$ cat src/rtl/taxi_eth_port_led_pkg.sv
// taxi_eth_port_led_pkg
//
// Shared types and helpers for the Ethernet cage LED / link-status controller.
//   port_state_t  : per-port link state (ABSENT, NO_LINK, PARTIAL, LINK_UP)
//   colour_t      : status colour index, also the lamp-test step order R->G->B->Y
//   ms_to_cycles  : converts a millisecond count into clk cycles
//   colour_onehot : maps a colour index onto the {y, b, g, r} LED vector

package taxi_eth_port_led_pkg;

  typedef enum logic [1:0] {
    PORT_ABSENT  = 2'd0,
    PORT_NO_LINK = 2'd1,
    PORT_PARTIAL = 2'd2,
    PORT_LINK_UP = 2'd3
  } port_state_t;

  typedef enum logic [1:0] {
    COLOUR_R = 2'd0,
    COLOUR_G = 2'd1,
    COLOUR_B = 2'd2,
    COLOUR_Y = 2'd3
  } colour_t;

  function automatic int ms_to_cycles(input int clk_freq_hz, input int ms);
    return (clk_freq_hz / 1000) * ms;
  endfunction

  // Bit order of the returned vector is {y, b, g, r}.
  function automatic logic [3:0] colour_onehot(input colour_t c);
    logic [3:0] v;
    v = 4'b0000;
    case (c)
      COLOUR_R: v = 4'b0001;
      COLOUR_G: v = 4'b0010;
      COLOUR_B: v = 4'b0100;
      COLOUR_Y: v = 4'b1000;
      default:  v = 4'b0000;
    endcase
    return v;
  endfunction

endpackage

$ cat src/rtl/taxi_eth_port_led_port.sv
// taxi_eth_port_led_port
//
// One cage worth of LED logic: lane-status debounce, port state machine,
// activity stretch counter and the colour map. The ms tick, blink phase and
// lamp-test step are generated once in the top and shared by every port.
//
// Ports:
//   clk, rst        : clock, synchronous active-high reset
//   tick            : single-cycle 1 ms strobe
//   blink_phase     : global blink phase (1 = on half)
//   lamp_test       : lamp test enable
//   lamp_step       : current lamp-test colour index (colour_t encoding)
//   lane_rx_status  : this port's lane link-up levels
//   lane_act        : this port's lane activity pulses
//   present         : module present
//   link_up         : registered (state == LINK_UP)
//   led_act         : registered activity LED, polarity applied
//   led_r/g/b/y     : registered status colour LEDs, polarity applied

module taxi_eth_port_led_port
  import taxi_eth_port_led_pkg::*;
#(
  parameter int   LANE_CNT       = 4,
  parameter int   ACT_STRETCH_MS = 30,
  parameter int   DEBOUNCE_MS    = 10,
  parameter logic LED_ACT_LOW    = 1'b0
) (
  input  logic                clk,
  input  logic                rst,
  input  logic                tick,
  input  logic                blink_phase,
  input  logic                lamp_test,
  input  logic [1:0]          lamp_step,
  input  logic [LANE_CNT-1:0] lane_rx_status,
  input  logic [LANE_CNT-1:0] lane_act,
  input  logic                present,
  output logic                link_up,
  output logic                led_act,
  output logic                led_r,
  output logic                led_g,
  output logic                led_b,
  output logic                led_y
);

  localparam int DB_W  = $clog2(DEBOUNCE_MS + 1);
  localparam int ACT_W = $clog2(ACT_STRETCH_MS + 1);

  logic [LANE_CNT-1:0] status_prev;
  logic [DB_W-1:0]     db_cnt;
  logic                debounced;
  port_state_t         state;
  port_state_t         state_nxt;
  logic [ACT_W-1:0]    stretch;
  logic                raw_act;
  logic [3:0]          raw_colour;

  // Debounce: any change in the lane vector restarts the stability window;
  // otherwise count ms ticks and saturate once the vector has been stable long
  // enough. The FSM only acts on lane status while saturated.
  always_ff @(posedge clk) begin
    if (rst) begin
      status_prev <= '0;
      db_cnt      <= '0;
    end else begin
      status_prev <= lane_rx_status;
      if (lane_rx_status != status_prev) begin
        db_cnt <= '0;
      end else if (tick && (db_cnt != DB_W'(DEBOUNCE_MS))) begin
        db_cnt <= db_cnt + DB_W'(1);
      end
    end
  end

  assign debounced = (db_cnt == DB_W'(DEBOUNCE_MS));

  // Port state register.
  always_ff @(posedge clk) begin
    if (rst) begin
      state <= PORT_ABSENT;
    end else begin
      state <= state_nxt;
    end
  end

  // Next state: module removal overrides everything without debounce; an
  // inserted module always passes through NO_LINK before lane status counts.
  // The classification uses the sampled (stable) vector, not the raw pins.
  always_comb begin
    state_nxt = state;
    if (!present) begin
      state_nxt = PORT_ABSENT;
    end else if (state == PORT_ABSENT) begin
      state_nxt = PORT_NO_LINK;
    end else if (debounced) begin
      if (&status_prev) begin
        state_nxt = PORT_LINK_UP;
      end else if (|status_prev) begin
        state_nxt = PORT_PARTIAL;
      end else begin
        state_nxt = PORT_NO_LINK;
      end
    end
  end

  // Activity stretch: a pulse on any lane reloads the hold time, and the
  // reload takes priority over a decrement landing on the same cycle.
  always_ff @(posedge clk) begin
    if (rst) begin
      stretch <= '0;
    end else if (|lane_act) begin
      stretch <= ACT_W'(ACT_STRETCH_MS);
    end else if (tick && (stretch != '0)) begin
      stretch <= stretch - ACT_W'(1);
    end
  end

  // Unregistered LED values; raw_colour is {y, b, g, r}. Lamp test only
  // changes what is shown, never the state machine behind it.
  always_comb begin
    raw_act    = 1'b0;
    raw_colour = 4'b0000;
    if (lamp_test) begin
      raw_act    = blink_phase;
      raw_colour = colour_onehot(colour_t'(lamp_step));
    end else begin
      if (stretch != '0) begin
        raw_act = blink_phase;
      end else begin
        raw_act = (state == PORT_LINK_UP);
      end
      case (state)
        PORT_NO_LINK: raw_colour = {blink_phase, 3'b000};
        PORT_PARTIAL: raw_colour = 4'b1000;
        PORT_LINK_UP: raw_colour = 4'b0010;
        default:      raw_colour = 4'b0000;
      endcase
    end
  end

  // Output registers; LED polarity is folded in here so reset lands on the
  // inactive level for either polarity.
  always_ff @(posedge clk) begin
    if (rst) begin
      link_up <= 1'b0;
      led_act <= LED_ACT_LOW;
      led_r   <= LED_ACT_LOW;
      led_g   <= LED_ACT_LOW;
      led_b   <= LED_ACT_LOW;
      led_y   <= LED_ACT_LOW;
    end else begin
      link_up <= (state == PORT_LINK_UP);
      led_act <= raw_act ^ LED_ACT_LOW;
      led_r   <= raw_colour[0] ^ LED_ACT_LOW;
      led_g   <= raw_colour[1] ^ LED_ACT_LOW;
      led_b   <= raw_colour[2] ^ LED_ACT_LOW;
      led_y   <= raw_colour[3] ^ LED_ACT_LOW;
    end
  end

endmodule

$ cat src/rtl/taxi_eth_port_led_ctrl.sv
// taxi_eth_port_led_ctrl
//
// Per-port LED and link-status controller for multi-lane Ethernet cages.
// Generates the shared ms tick, blink phase and lamp-test colour step, and
// instantiates one taxi_eth_port_led_port per cage.
//
// Ports:
//   clk, rst          : clock, synchronous active-high reset
//   lane_rx_status    : per-lane link-up levels, lane = port*LANE_CNT + lane
//   lane_act          : per-lane single-cycle activity pulses
//   port_present      : per-port module present
//   cfg_lamp_test     : lamp test enable
//   port_link_up      : per-port debounced all-lanes-up
//   port_led_act      : per-port activity LED
//   port_led_stat_*   : per-port status colour LEDs (r, g, b, y)

module taxi_eth_port_led_ctrl
  import taxi_eth_port_led_pkg::*;
#(
  parameter int   PORT_CNT        = 2,
  parameter int   LANE_CNT        = 4,
  parameter int   CLK_FREQ_HZ     = 125000000,
  parameter int   ACT_STRETCH_MS  = 30,
  parameter int   BLINK_PERIOD_MS = 250,
  parameter int   DEBOUNCE_MS     = 10,
  parameter logic LED_ACT_LOW     = 1'b0
) (
  input  logic                         clk,
  input  logic                         rst,
  input  logic [PORT_CNT*LANE_CNT-1:0] lane_rx_status,
  input  logic [PORT_CNT*LANE_CNT-1:0] lane_act,
  input  logic [PORT_CNT-1:0]          port_present,
  input  logic                         cfg_lamp_test,
  output logic [PORT_CNT-1:0]          port_link_up,
  output logic [PORT_CNT-1:0]          port_led_act,
  output logic [PORT_CNT-1:0]          port_led_stat_r,
  output logic [PORT_CNT-1:0]          port_led_stat_g,
  output logic [PORT_CNT-1:0]          port_led_stat_b,
  output logic [PORT_CNT-1:0]          port_led_stat_y
);

  localparam int TICK_CYC = ms_to_cycles(CLK_FREQ_HZ, 1);
  localparam int TICK_W   = $clog2(TICK_CYC + 1);
  localparam int HALF_MS  = BLINK_PERIOD_MS / 2;
  localparam int HALF_W   = $clog2(HALF_MS + 1);

  logic [TICK_W-1:0] tick_cnt;
  logic              tick;
  logic [HALF_W-1:0] phase_cnt;
  logic              blink_phase;
  logic [HALF_W-1:0] lamp_cnt;
  colour_t           lamp_step;

  assign tick = (tick_cnt == TICK_W'(TICK_CYC - 1));

  // ms prescaler; the tick is the last count before the wrap.
  always_ff @(posedge clk) begin
    if (rst || tick) begin
      tick_cnt <= '0;
    end else begin
      tick_cnt <= tick_cnt + TICK_W'(1);
    end
  end

  // Blink phase starts in the on half and flips every half period of ticks.
  always_ff @(posedge clk) begin
    if (rst) begin
      phase_cnt   <= '0;
      blink_phase <= 1'b1;
    end else if (tick) begin
      if (phase_cnt == HALF_W'(HALF_MS - 1)) begin
        phase_cnt   <= '0;
        blink_phase <= ~blink_phase;
      end else begin
        phase_cnt <= phase_cnt + HALF_W'(1);
      end
    end
  end

  // Lamp-test step. Held at R while lamp test is off, so every assertion
  // starts from R with a fresh half-period timer.
  always_ff @(posedge clk) begin
    if (rst || !cfg_lamp_test) begin
      lamp_cnt  <= '0;
      lamp_step <= COLOUR_R;
    end else if (tick) begin
      if (lamp_cnt == HALF_W'(HALF_MS - 1)) begin
        lamp_cnt  <= '0;
        lamp_step <= colour_t'(lamp_step + 2'd1);
      end else begin
        lamp_cnt <= lamp_cnt + HALF_W'(1);
      end
    end
  end

  for (genvar p = 0; p < PORT_CNT; p++) begin : g_port
    taxi_eth_port_led_port #(
      .LANE_CNT       (LANE_CNT),
      .ACT_STRETCH_MS (ACT_STRETCH_MS),
      .DEBOUNCE_MS    (DEBOUNCE_MS),
      .LED_ACT_LOW    (LED_ACT_LOW)
    ) u_port (
      .clk            (clk),
      .rst            (rst),
      .tick           (tick),
      .blink_phase    (blink_phase),
      .lamp_test      (cfg_lamp_test),
      .lamp_step      (lamp_step),
      .lane_rx_status (lane_rx_status[p*LANE_CNT +: LANE_CNT]),
      .lane_act       (lane_act[p*LANE_CNT +: LANE_CNT]),
      .present        (port_present[p]),
      .link_up        (port_link_up[p]),
      .led_act        (port_led_act[p]),
      .led_r          (port_led_stat_r[p]),
      .led_g          (port_led_stat_g[p]),
      .led_b          (port_led_stat_b[p]),
      .led_y          (port_led_stat_y[p])
    );
  end

endmodule

$ cat config.mk
export PLATFORM = sky130hd
export DESIGN_NAME = taxi_eth_port_led_ctrl
export DESIGN_NICKNAME = d
export VERILOG_FILES = /design/src/rtl/taxi_eth_port_led_pkg.sv /design/src/rtl/taxi_eth_port_led_port.sv /design/src/rtl/taxi_eth_port_led_ctrl.sv
export SDC_FILE = /design/constraint.sdc
export NUM_CORES = 1
export LEC_CHECK = 0
export CORE_MARGIN = 2
export CORE_UTILIZATION = 55
export DETAILED_ROUTE_END_ITERATION = 10
export PLACE_DENSITY_LB_ADDON = 0.08
export SYNTH_ARGS = -nofsm -noshare
export SYNTH_HDL_FRONTEND = slang
export SYNTH_SLANG_ARGS = --single-unit
export TNS_END_PERCENT = 30
$ cat constraint.sdc
create_clock -name clk -period 2.9 [get_ports clk]
set_input_delay 0.435 -clock clk [delete_from_list [all_inputs] [get_ports clk]]
set_output_delay 0.435 -clock clk [all_outputs]
set_load 0.01 [all_outputs]
---- Word level (Yosys, flattened, before mapping) ----
Index checks and enable logic that the tools add are counted.
operators by class
  $add $sub $neg .......................... 8
  mux-type cells .......................... 23
  reduce and logical (&&, ||, !) cells .... 32
  equality and inequality tests ........... 18
  bitwise logic cells ..................... 3
operator list
  kind                     number
  $pmux W4 S3              2
  $mux W5                  4
  $add A17 B1 Y17 const B  1
  $eq A17 B17 Y1 const B   1
  $pmux W4 S4              1
  $reduce_or A4 Y1         4
  $add A7 B1 Y7 const B    2
  $eq A7 B7 Y1 const B     2
  $mux W7                  2
  $eq A2 B2 Y1 const B     6
  $reduce_bool A5 Y1       2
  $reduce_or A5 Y1         2
  $sub A5 B1 Y5 const B    2
  $add A4 B1 Y4 const B    2
  $eq A4 B4 Y1 const B     2
  $mux W1                  8
  $mux W2                  4
  $mux W4                  2
  $ne A4 B4 Y1             2
  $ne A4 B4 Y1 const B     2
  $reduce_and A4 Y1        2
  $reduce_bool A2 Y1       4
  $reduce_or A2 Y1         4
  $eq A2 B1 Y1 const B     3
  other kinds (8)          18
storage, ports and cells
  flip-flop bits (word level) ............. 76
  output and inout bits ................... 12
  word-level logic and storage cells ...... 113

---- Longest topological paths before layout ----
Gate-level depths: netlist (run 1).
  depth in word-level cells ............... 5
  depth in mapped cells ................... 8

---- Hierarchy ----
A second synthesis (run 1) with hierarchy kept.
unflattened totals
  cell total of the unflattened synthesis .. 419
  area total of the unflattened synthesis .. 3562.2 um2
modules (own cells, without submodules)
  module                  seq. area each (um2)  cells an instance  area each (um2)  times used
  taxi_eth_port_led_port  420.4                 104                894.6            2
  taxi_eth_port_led_ctrl  680.7                 211                1773.0           1

---- Worst setup path before layout (run 1) ----
No wires, ideal clock.
  kind .................................... reg2reg
  start point ............................. reg tick_cnt[0]
  end point ............................... reg g_port[1].u_port.stretch[2]
  cell stages (with the launch flop) ...... 7
  data arrival time ....................... 1.678 ns
  slack ................................... 1.148 ns
  path buffers ............................ 1
  required time ........................... 2.826 ns
  period minus slack after synthesis ...... 1.752 ns
  path through ............................ dfxtp_1 > ha_1 > and2_1 > clkbuf_1 > nand2_1 > or4_1 > a31oi_1
on the way
  word-level cells in the longest chain between the ends .. 3
ends and longest elaborated chain
  what                                 line                           source
  start: declaration                   taxi_eth_port_led_ctrl.sv:47   logic [TICK_W-1:0] tick_cnt;
  start signal: assignment             taxi_eth_port_led_ctrl.sv:61   tick_cnt <= tick_cnt + TICK_W'(1);
  $eq A17 B17 Y1                       taxi_eth_port_led_ctrl.sv:54   assign tick = (tick_cnt == TICK_W'(TICK_CYC - 1));
  $logic_and A1 B1 Y1                  taxi_eth_port_led_port.sv:112  end else if (tick && (stretch != '0)) begin
  $reduce_bool A2 Y1 (no source line)  n/a
  end signal: assignment               taxi_eth_port_led_port.sv:111  stretch <= ACT_W'(ACT_STRETCH_MS);
  end signal: assignment               taxi_eth_port_led_port.sv:113  stretch <= stretch - ACT_W'(1);
  end: declaration                     taxi_eth_port_led_port.sv:53   logic [ACT_W-1:0] stretch;
No other way between the ends.
A chain may end at the register's enable or synchronous reset.

---- Worst setup path in the final report (run 1) ----
  start point ............................. reg tick_cnt[0]
  end point ............................... reg g_port[1].u_port.db_cnt[3]
on the way
  word-level cells in the longest chain between the ends .. 2
ends and longest elaborated chain
  what                    line                          source
  $eq A17 B17 Y1          taxi_eth_port_led_ctrl.sv:54
  $logic_and A1 B1 Y1     taxi_eth_port_led_port.sv:68  end else if (tick && (db_cnt != DB_W'(DEBOUNCE_MS))) begin
  end signal: assignment  taxi_eth_port_led_port.sv:69  db_cnt <= db_cnt + DB_W'(1);
  end: declaration        taxi_eth_port_led_port.sv:49  logic [DB_W-1:0] db_cnt;
No other way between the ends.

==> summary.md, run 1 <==
| Metric | Value |
|---|---|
| Post-Route WL | `8310 um` |
| Rel. slew slack | `0.436` |
| Tcrit/Tclk final | `0.811` |
| Sinks on Clock Net | `74` |
| I/O Buffers | `32` |
| Setup violations, final | `0` |
| First-pass GRT wire length | `13700 um` |
| P&R area growth vs syn | `13.8%` |
| Rows | `30` |
| Maximum VDD drop | `364 uV` |
| DP Worst Slack | `between 0.5 and 0.6 ns` |
| Number of enable flip-flop cells after synthesis | `0` |
| RR Endpoint | `g_port[1].u_port.db_cnt[3]` |
| Flop and latch count out of synthesis | `74` |
| Clock Path Buffers | `2` |
| Most numerous cell in the Yosys netlist | `dfxtp_1` |
| Grt ovf | `0` |
| WL per Instance | `between 15 and 20 um` |
| Worst skew pair latency | `0.35 ns` |
| Hold buffers post-CTS | `0` |
| Nets | `489` |
| Worst slew pin tran | `between 0.8 and 0.9 ns` |
| Pin count of the biggest net entering global routing | `22` |
| Residual DRC count | `0` |
| Worst Hold Class | `reg -> reg` |
| Antenna viol nets, final | `0` |
| Cell chosen for the clock root | `clkbuf_8` |
| # Post-CTS Setup Buffers | `0` |
| Vias per cell | `6.13` |
| Initial core utilization | `0.564` |
| Largest stage delay on the critical path | `0.68 ns` |
| CP Capture Type | `register` |
| Crit-path cells | `ha_1 -> nor4bb_1 -> nand4b_1 -> or4_1 -> a21oi_1` |
| Antenna violations before repair | `0` |
| Fin. max-slew vios | `0` |
| Post-synth top flop | `dfxtp_1` |
| Required time of the critical path | `about 3.2 ns` |
| Max Clock Skew | `between 0.004 and 0.005 ns` |
| Total Neg Setup Slack | `0 ns` |
| Area leader, netlist | `dfxtp_1` |
| Sequential share of the synthesized area | `0.389` |
| Yosys top cell area share | `0.389` |
| Vert. Die Dim | `87.2 um` |
| Share of post-route cells with drive strength above 1 | `0.0655` |
| Ys async rst share | `0` |
| Hold endpoint | `tick_cnt[0]` |
| Total global routing track utilization | `0.227` |
| CP Launch Type | `register` |
| Placed cell areas | `0.00409 mm^2` |
| Cell count after synthesis | `approximately 440` |
| H-tree levels | `3` |
| Final hold viol count | `0` |
| WHS Path Cells | `1` |
| DP HPWL | `5760 um` |
| Netlist cell types | `between 50 and 60` |
| Vias in the first global route | `2966` |
| Status | `finished, final reports clean` |
| Num CTS Buffers | `9` |
| Layout Utilization | `0.642` |
| Initial DRC count | `154` |
| R2r setup slk | `0.55 ns` |
| Leak | `0.00154 uW` |
| Synth warn | `0` |
| Crit-path max FO | `11` |
| Final setup margin | `around 0.55 ns` |
| MaxCap Viol Count | `0` |
| Top post-synthesis cells by area | `dfxtp_1 39%, ha_1 4.9%, a21oi_1 3.2%, nor2_1 3.1%, nand4_1 3.0%` |
| GPL Wtd Cong | `0.856` |
| Reg2Reg Depth | `5` |
| Mapped cell area | `0.00381 mm^2` |
| TritonCTS clock tree | `built` |
| Commonest cells in the netlist | `74 x dfxtp_1, 31 x nor2_1, 24 x a21oi_1, 24 x inv_1` |
| Reg2reg start | `tick_cnt[0]` |
| Setup CP Type | `reg -> reg` |
| HP Start | `tick_cnt[0]` |
| Final worst path period need | `2.35 ns` |
| Via count | `approximately 3.3k` |
| Avg Cell Area, Syn | `8.70 um^2` |
| Post-Syn Nets | `474` |
| Clock-pin slew on the worst setup and hold paths | `0.07 ns` |
| Antenna diode count | `0` |
| CP arrival | `roughly 2.6 ns` |
| Design area | `0.00434 mm^2` |
| Core area | `~0.0068 mm^2` |
| Die area | `0.00761 mm^2` |
| RSZ-0062 raised after global routing | `false` |
| Pre-Repair DR Iteration Count | `4` |
| Fmax | `425 MHz` |
| Die Wd | `87.2 um` |
| Power Total | `around 2200 uW` |
| Power per cell area | `roughly 500 mW/mm^2` |
| CTS resizes | `0` |
| Crit path max-delay cell type | `or4_1` |
| IO Pins | `33` |
==> logic make-up after synthesis <==
logic type                 Yosys count  synth area share
AOI/OAI and AO/OA                   91             0.163
xor gates and xnor gates            14            0.0322
adders and majority gates           15            0.0492
buffers and inverters               56            0.0699
DFF                                 74             0.389
muxes                                4            0.0105
and+or+nand+nor                    184             0.287
==> flip-flops by register name, indices dropped and copies added (netlist names) <==
name	cells
g_port.u_port.led_g	2
g_port.u_port.led_r	1
phase_cnt	7
lamp_step	2
g_port.u_port.state	4
g_port.u_port.led_b	1
g_port.u_port.db_cnt	8
g_port.u_port.led_act	2
g_port.u_port.stretch	10
g_port.u_port.link_up	2
g_port.u_port.status_prev	8
blink_phase	1
tick_cnt	17
lamp_cnt	7
g_port.u_port.led_y	2
==> metrics by stage <==
step	hold WS, ns	std cells
final	0.469	538
after global routing	0.496	538
after CTS	0.470	538
after detailed placement	0.458	522
after global placement	0.442	522
after floorplan	0.426	438
==> critical path, delay by kind of cell (launching register included) <==
| family | cells | cell delay, ns |
|---|---|---|
| AO/OA/AOI/OAI | 1 | 0.16 |
| AND/OR/NAND/NOR | 3 | 1.52 |
| adder cells (fa/ha/maj) | 1 | 0.24 |
| flip-flops | 1 | 0.36 |
==> report_power, final <==
part	switching, uW	internal [uW]	leakage, uW	total (uW)
Combinational	58.8	61.2	0.000807	120
Clock	380	616	0.000129	996
Sequential	17.9	1040	0.000604	1060
Total	457	1710	0.00154	2170
==> cell type report <==
type / count / area [um^2]
Clock inverter: 5 / 100
Tap cell: 80 / 100
Inverter: 24 / 90.1
Clock buffer: 11 / 151
Sequential cell: 74 / 1480
Timing Repair Buffer: 36 / 350
Multi-Input combinational cell: 308 / 2060
Fill cell: 596 / 2420
==> cells in the final DEF (no fill, tap or decap), types with 5 or more instances in the layout <==
| cell type | Yosys | final |
|---|---|---|
| o21ai_0 | 12 | 12 |
| nor2b_1 | 15 | 15 |
| ha_1 | 15 | 15 |
| nand2_1 | 21 | 21 |
| inv_1 | 24 | 24 |
| nor4_1 | 9 | 9 |
| nand4_1 | 18 | 18 |
| o31ai_1 | 11 | 11 |
| and2_1 | 5 | 5 |
| a211oi_1 | 7 | 7 |
| a21oi_1 | 24 | 24 |
| xnor2_1 | 8 | 8 |
| clkdlybuf4s50_1 | 0 | 32 |
| nor2_1 | 31 | 31 |
| xor2_1 | 6 | 6 |
| nand3_1 | 21 | 21 |
| a31oi_1 | 8 | 8 |
| dfxtp_1 | 74 | 74 |
| a311oi_1 | 11 | 11 |
| nor3_1 | 12 | 12 |
| nand2b_1 | 7 | 7 |
| clkbuf_8 | 0 | 11 |
| and3_1 | 7 | 7 |
| or4_1 | 8 | 8 |
==> layer usage <==
layer,vias to the layer above,GRT usage,wire length (um)
met5,-,0,0
met4,0,0.0811,133
li1,1654,-,-
met2,68,0.377,4070
met1,1563,0.289,3780
met3,13,0.0483,327
==> worst max-delay path by stage <==
stage                                 start                     endpoint
after floorplan                 tick_cnt[0]  g_port[1].u_port.stretch[2]
final                           tick_cnt[0]   g_port[1].u_port.db_cnt[3]
after CTS                       tick_cnt[0]   g_port[1].u_port.db_cnt[3]
after global placement    lane_rx_status[2]   g_port[0].u_port.db_cnt[1]
after detailed placement  lane_rx_status[2]   g_port[0].u_port.db_cnt[1]
after global routing            tick_cnt[0]                 phase_cnt[3]
Note: power is estimated with default switching activity, not from simulation.
==> run 2, diff against run 1 <==
- CORE_UTILIZATION: 55 -> 52
- clock period: 2.9 -> 2.15 ns (I/O delays scaled with it)
==> run 2 against run 1 <==
Against the previous run: clock skew rose by 0.0085 ns; highest routed layer unchanged; critical path type unchanged; largest power group unchanged; global-route usage rose by 0.83 points; critical endpoint is now phase_cnt[2]; sequential share of layout area fell by 1.2 points; hold slack got worse by 0.012 ns; first-iteration DRC count rose by 49%; combinational power rose by 47%; setup slack got worse by 0.33 ns; die area rose by 5.5%; critical path depth did not move; via count rose by 1.9%; sequential power rose by 34%.
==> summary.md, run 2 (synthesis gave the netlist of run 1 again) <==
| Metric | Value |
|---|---|
| IO Pins | `33` |
| # Post-CTS Setup Buffers | `0` |
| Placed Cells | `560` |
| Layout Utilization | `0.626` |
| Pre-Repair DR Iteration Count | `5` |
| Setup CP Type | `reg -> reg` |
| Largest stage delay on the critical path | `roughly 0.46 ns` |
| Met3 Use GR | `0.0411` |
| Cell chosen for the clock root | `clkbuf_8` |
| Met1 Use GR | `0.298` |
| Antenna violations before repair | `0` |
| RSZ-0062 raised after global routing | `false` |
| I/O Buffers | `32` |
| CTS resizes | `0` |
| Required time of the critical path | `2.40 ns` |
| Tcrit/Tclk final | `0.897` |
| M2 GR Usage | `0.387` |
| Antenna diode count | `0` |
| Leak | `approximately 0.0016 uW` |
| First-pass GRT wire length | `around 15000 um` |
| Vias per cell | `5.84` |
| Largest registers | `tick_cnt: 17 flops, g_port.u_port.stretch: 10 flops` |
| Vias in the first global route | `3152` |
| Status | `finished, final reports clean` |
| Initial DRC count | `229` |
| H-tree levels | `3` |
| WL per Instance | `about 15 um` |
| Worst Hold Class | `reg -> reg` |
| Max Clock Skew | `0.0126 ns` |
| Leading cell type in the layout, fill and taps excluded | `dfxtp_1` |
| Clock-pin slew on the worst setup and hold paths | `0.08 ns` |
| Via count | `3361` |
| Total Neg Setup Slack | `0 ns` |
| Residual DRC count | `0` |
| Minimum hold slack | `0.457 ns` |
| Worst skew pair latency | `0.35 ns` |
| Post-Route WL | `approximately 9000 um` |
| Core area | `0.00718 mm^2` |
| MaxCap Viol Count | `0` |
| Rows | `31` |
| Commonest cells after routing, fill and taps aside | `74 x dfxtp_1, 32 x clkdlybuf4s50_1, 31 x nor2_1, 24 x inv_1, 24 x a21oi_1` |
| Biggest register | `tick_cnt` |
| Fmax | `518 MHz` |
| GPL Wtd Cong | `0.843` |
| Grt ovf | `0` |
| Num CTS Buffers | `9` |
| Sinks on Clock Net | `74` |
| Initial core utilization | `0.531` |
| Nets | `508` |
| Final worst path period need | `1.93 ns` |
| Share of post-route cells with drive strength above 1 | `0.103` |
| Crit path buf inv count | `1` |
| Fillcell total | `just over 600` |
| CP Launch Type | `register` |
| Antenna viol nets, final | `0` |
| TritonCTS clock tree | `built` |
| P&R area growth vs syn | `17.8%` |
| Final hold viol count | `0` |
| Clock Path Buffers | `2` |
| Fin cells | `576` |
| Max reg flops | `17` |
| Crit-path max FO | `11` |
| Crit path max-delay cell type | `and2_1` |
| CP arrival | `2.18 ns` |
| DP HPWL | `6410 um` |
| Vert. Die Dim | `~90 um` |
| Rel. slew slack | `0.677` |
| CP Capture Type | `register` |
| Pin count of the biggest net entering global routing | `22` |
| Largest delay share family, worst path | `simple AND/OR/NAND/NOR gates` |
| Die Wd | `89.6 um` |
| Total global routing track utilization | `0.235` |
| Setup violations, final | `0` |
| Busiest grt layer | `met2` |
| Die area | `0.00803 mm^2` |
| Maximum VDD drop | `between 400 and 500 uV` |
| Fin. max-slew vios | `0` |
| Crit-path cells | `nor4b_2 -> and2_1 -> buf_4 -> a31oi_1 -> a311oi_1` |
| Worst slew pin tran | `0.484 ns` |
| Hold buffers post-CTS | `0` |
| Power per cell area | `637 mW/mm^2` |
run 2: per-layer routing:
metal  part of all wire  wire [um]  vias up
li1                   -          -     1677
met1               0.47       4120     1583
met2               0.47       4200       81
met3              0.037        324       20
met4              0.023        204        0
met5                  0          0        -
run 2: final timing paths:
kind | cells past startpoint | slack, ns | endpoint | startpoint
worst max-delay path | 5 | 0.22 | phase_cnt[2] | tick_cnt[10]
worst min-delay path | 1 | 0.46 | tick_cnt[0] | tick_cnt[0]
worst max register to register | 5 | 0.22 | phase_cnt[2] | tick_cnt[10]
worst min register to register | 1 | 0.46 | tick_cnt[0] | tick_cnt[0]
run 2: cell type report:
cell class                      instances  area [um^2]  share of cell area
Timing Repair Buffer                   55          493               0.110
Inverter                               24         90.1              0.0201
Sequential cell                        74         1480               0.330
Multi-Input combinational cell        308         2060               0.460
Clock inverter                          4         72.6              0.0162
Tap cell                               99          124              0.0276
Clock buffer                           12          165              0.0368
run 2: stage by stage:
step                setup WS [ns]  instance area [um^2]  power, uW
finish                      0.221                  4490       2860
global route               0.0825                  4490       2950
CTS                         0.211                  4490       2880
detailed placement          0.191                  4250       1630
global placement            0.253                  4250       1630
floorplan                   0.398                  3810       1550
run 2: where the power goes:
group	internal (uW)	leakage, uW	switching [uW]	total [uW]
combinational	92.8	0.000898	83.3	176
sequential	1400	0.000604	25.5	1420
clock	747	0.000119	513	1260
total	2240	0.00162	622	2860
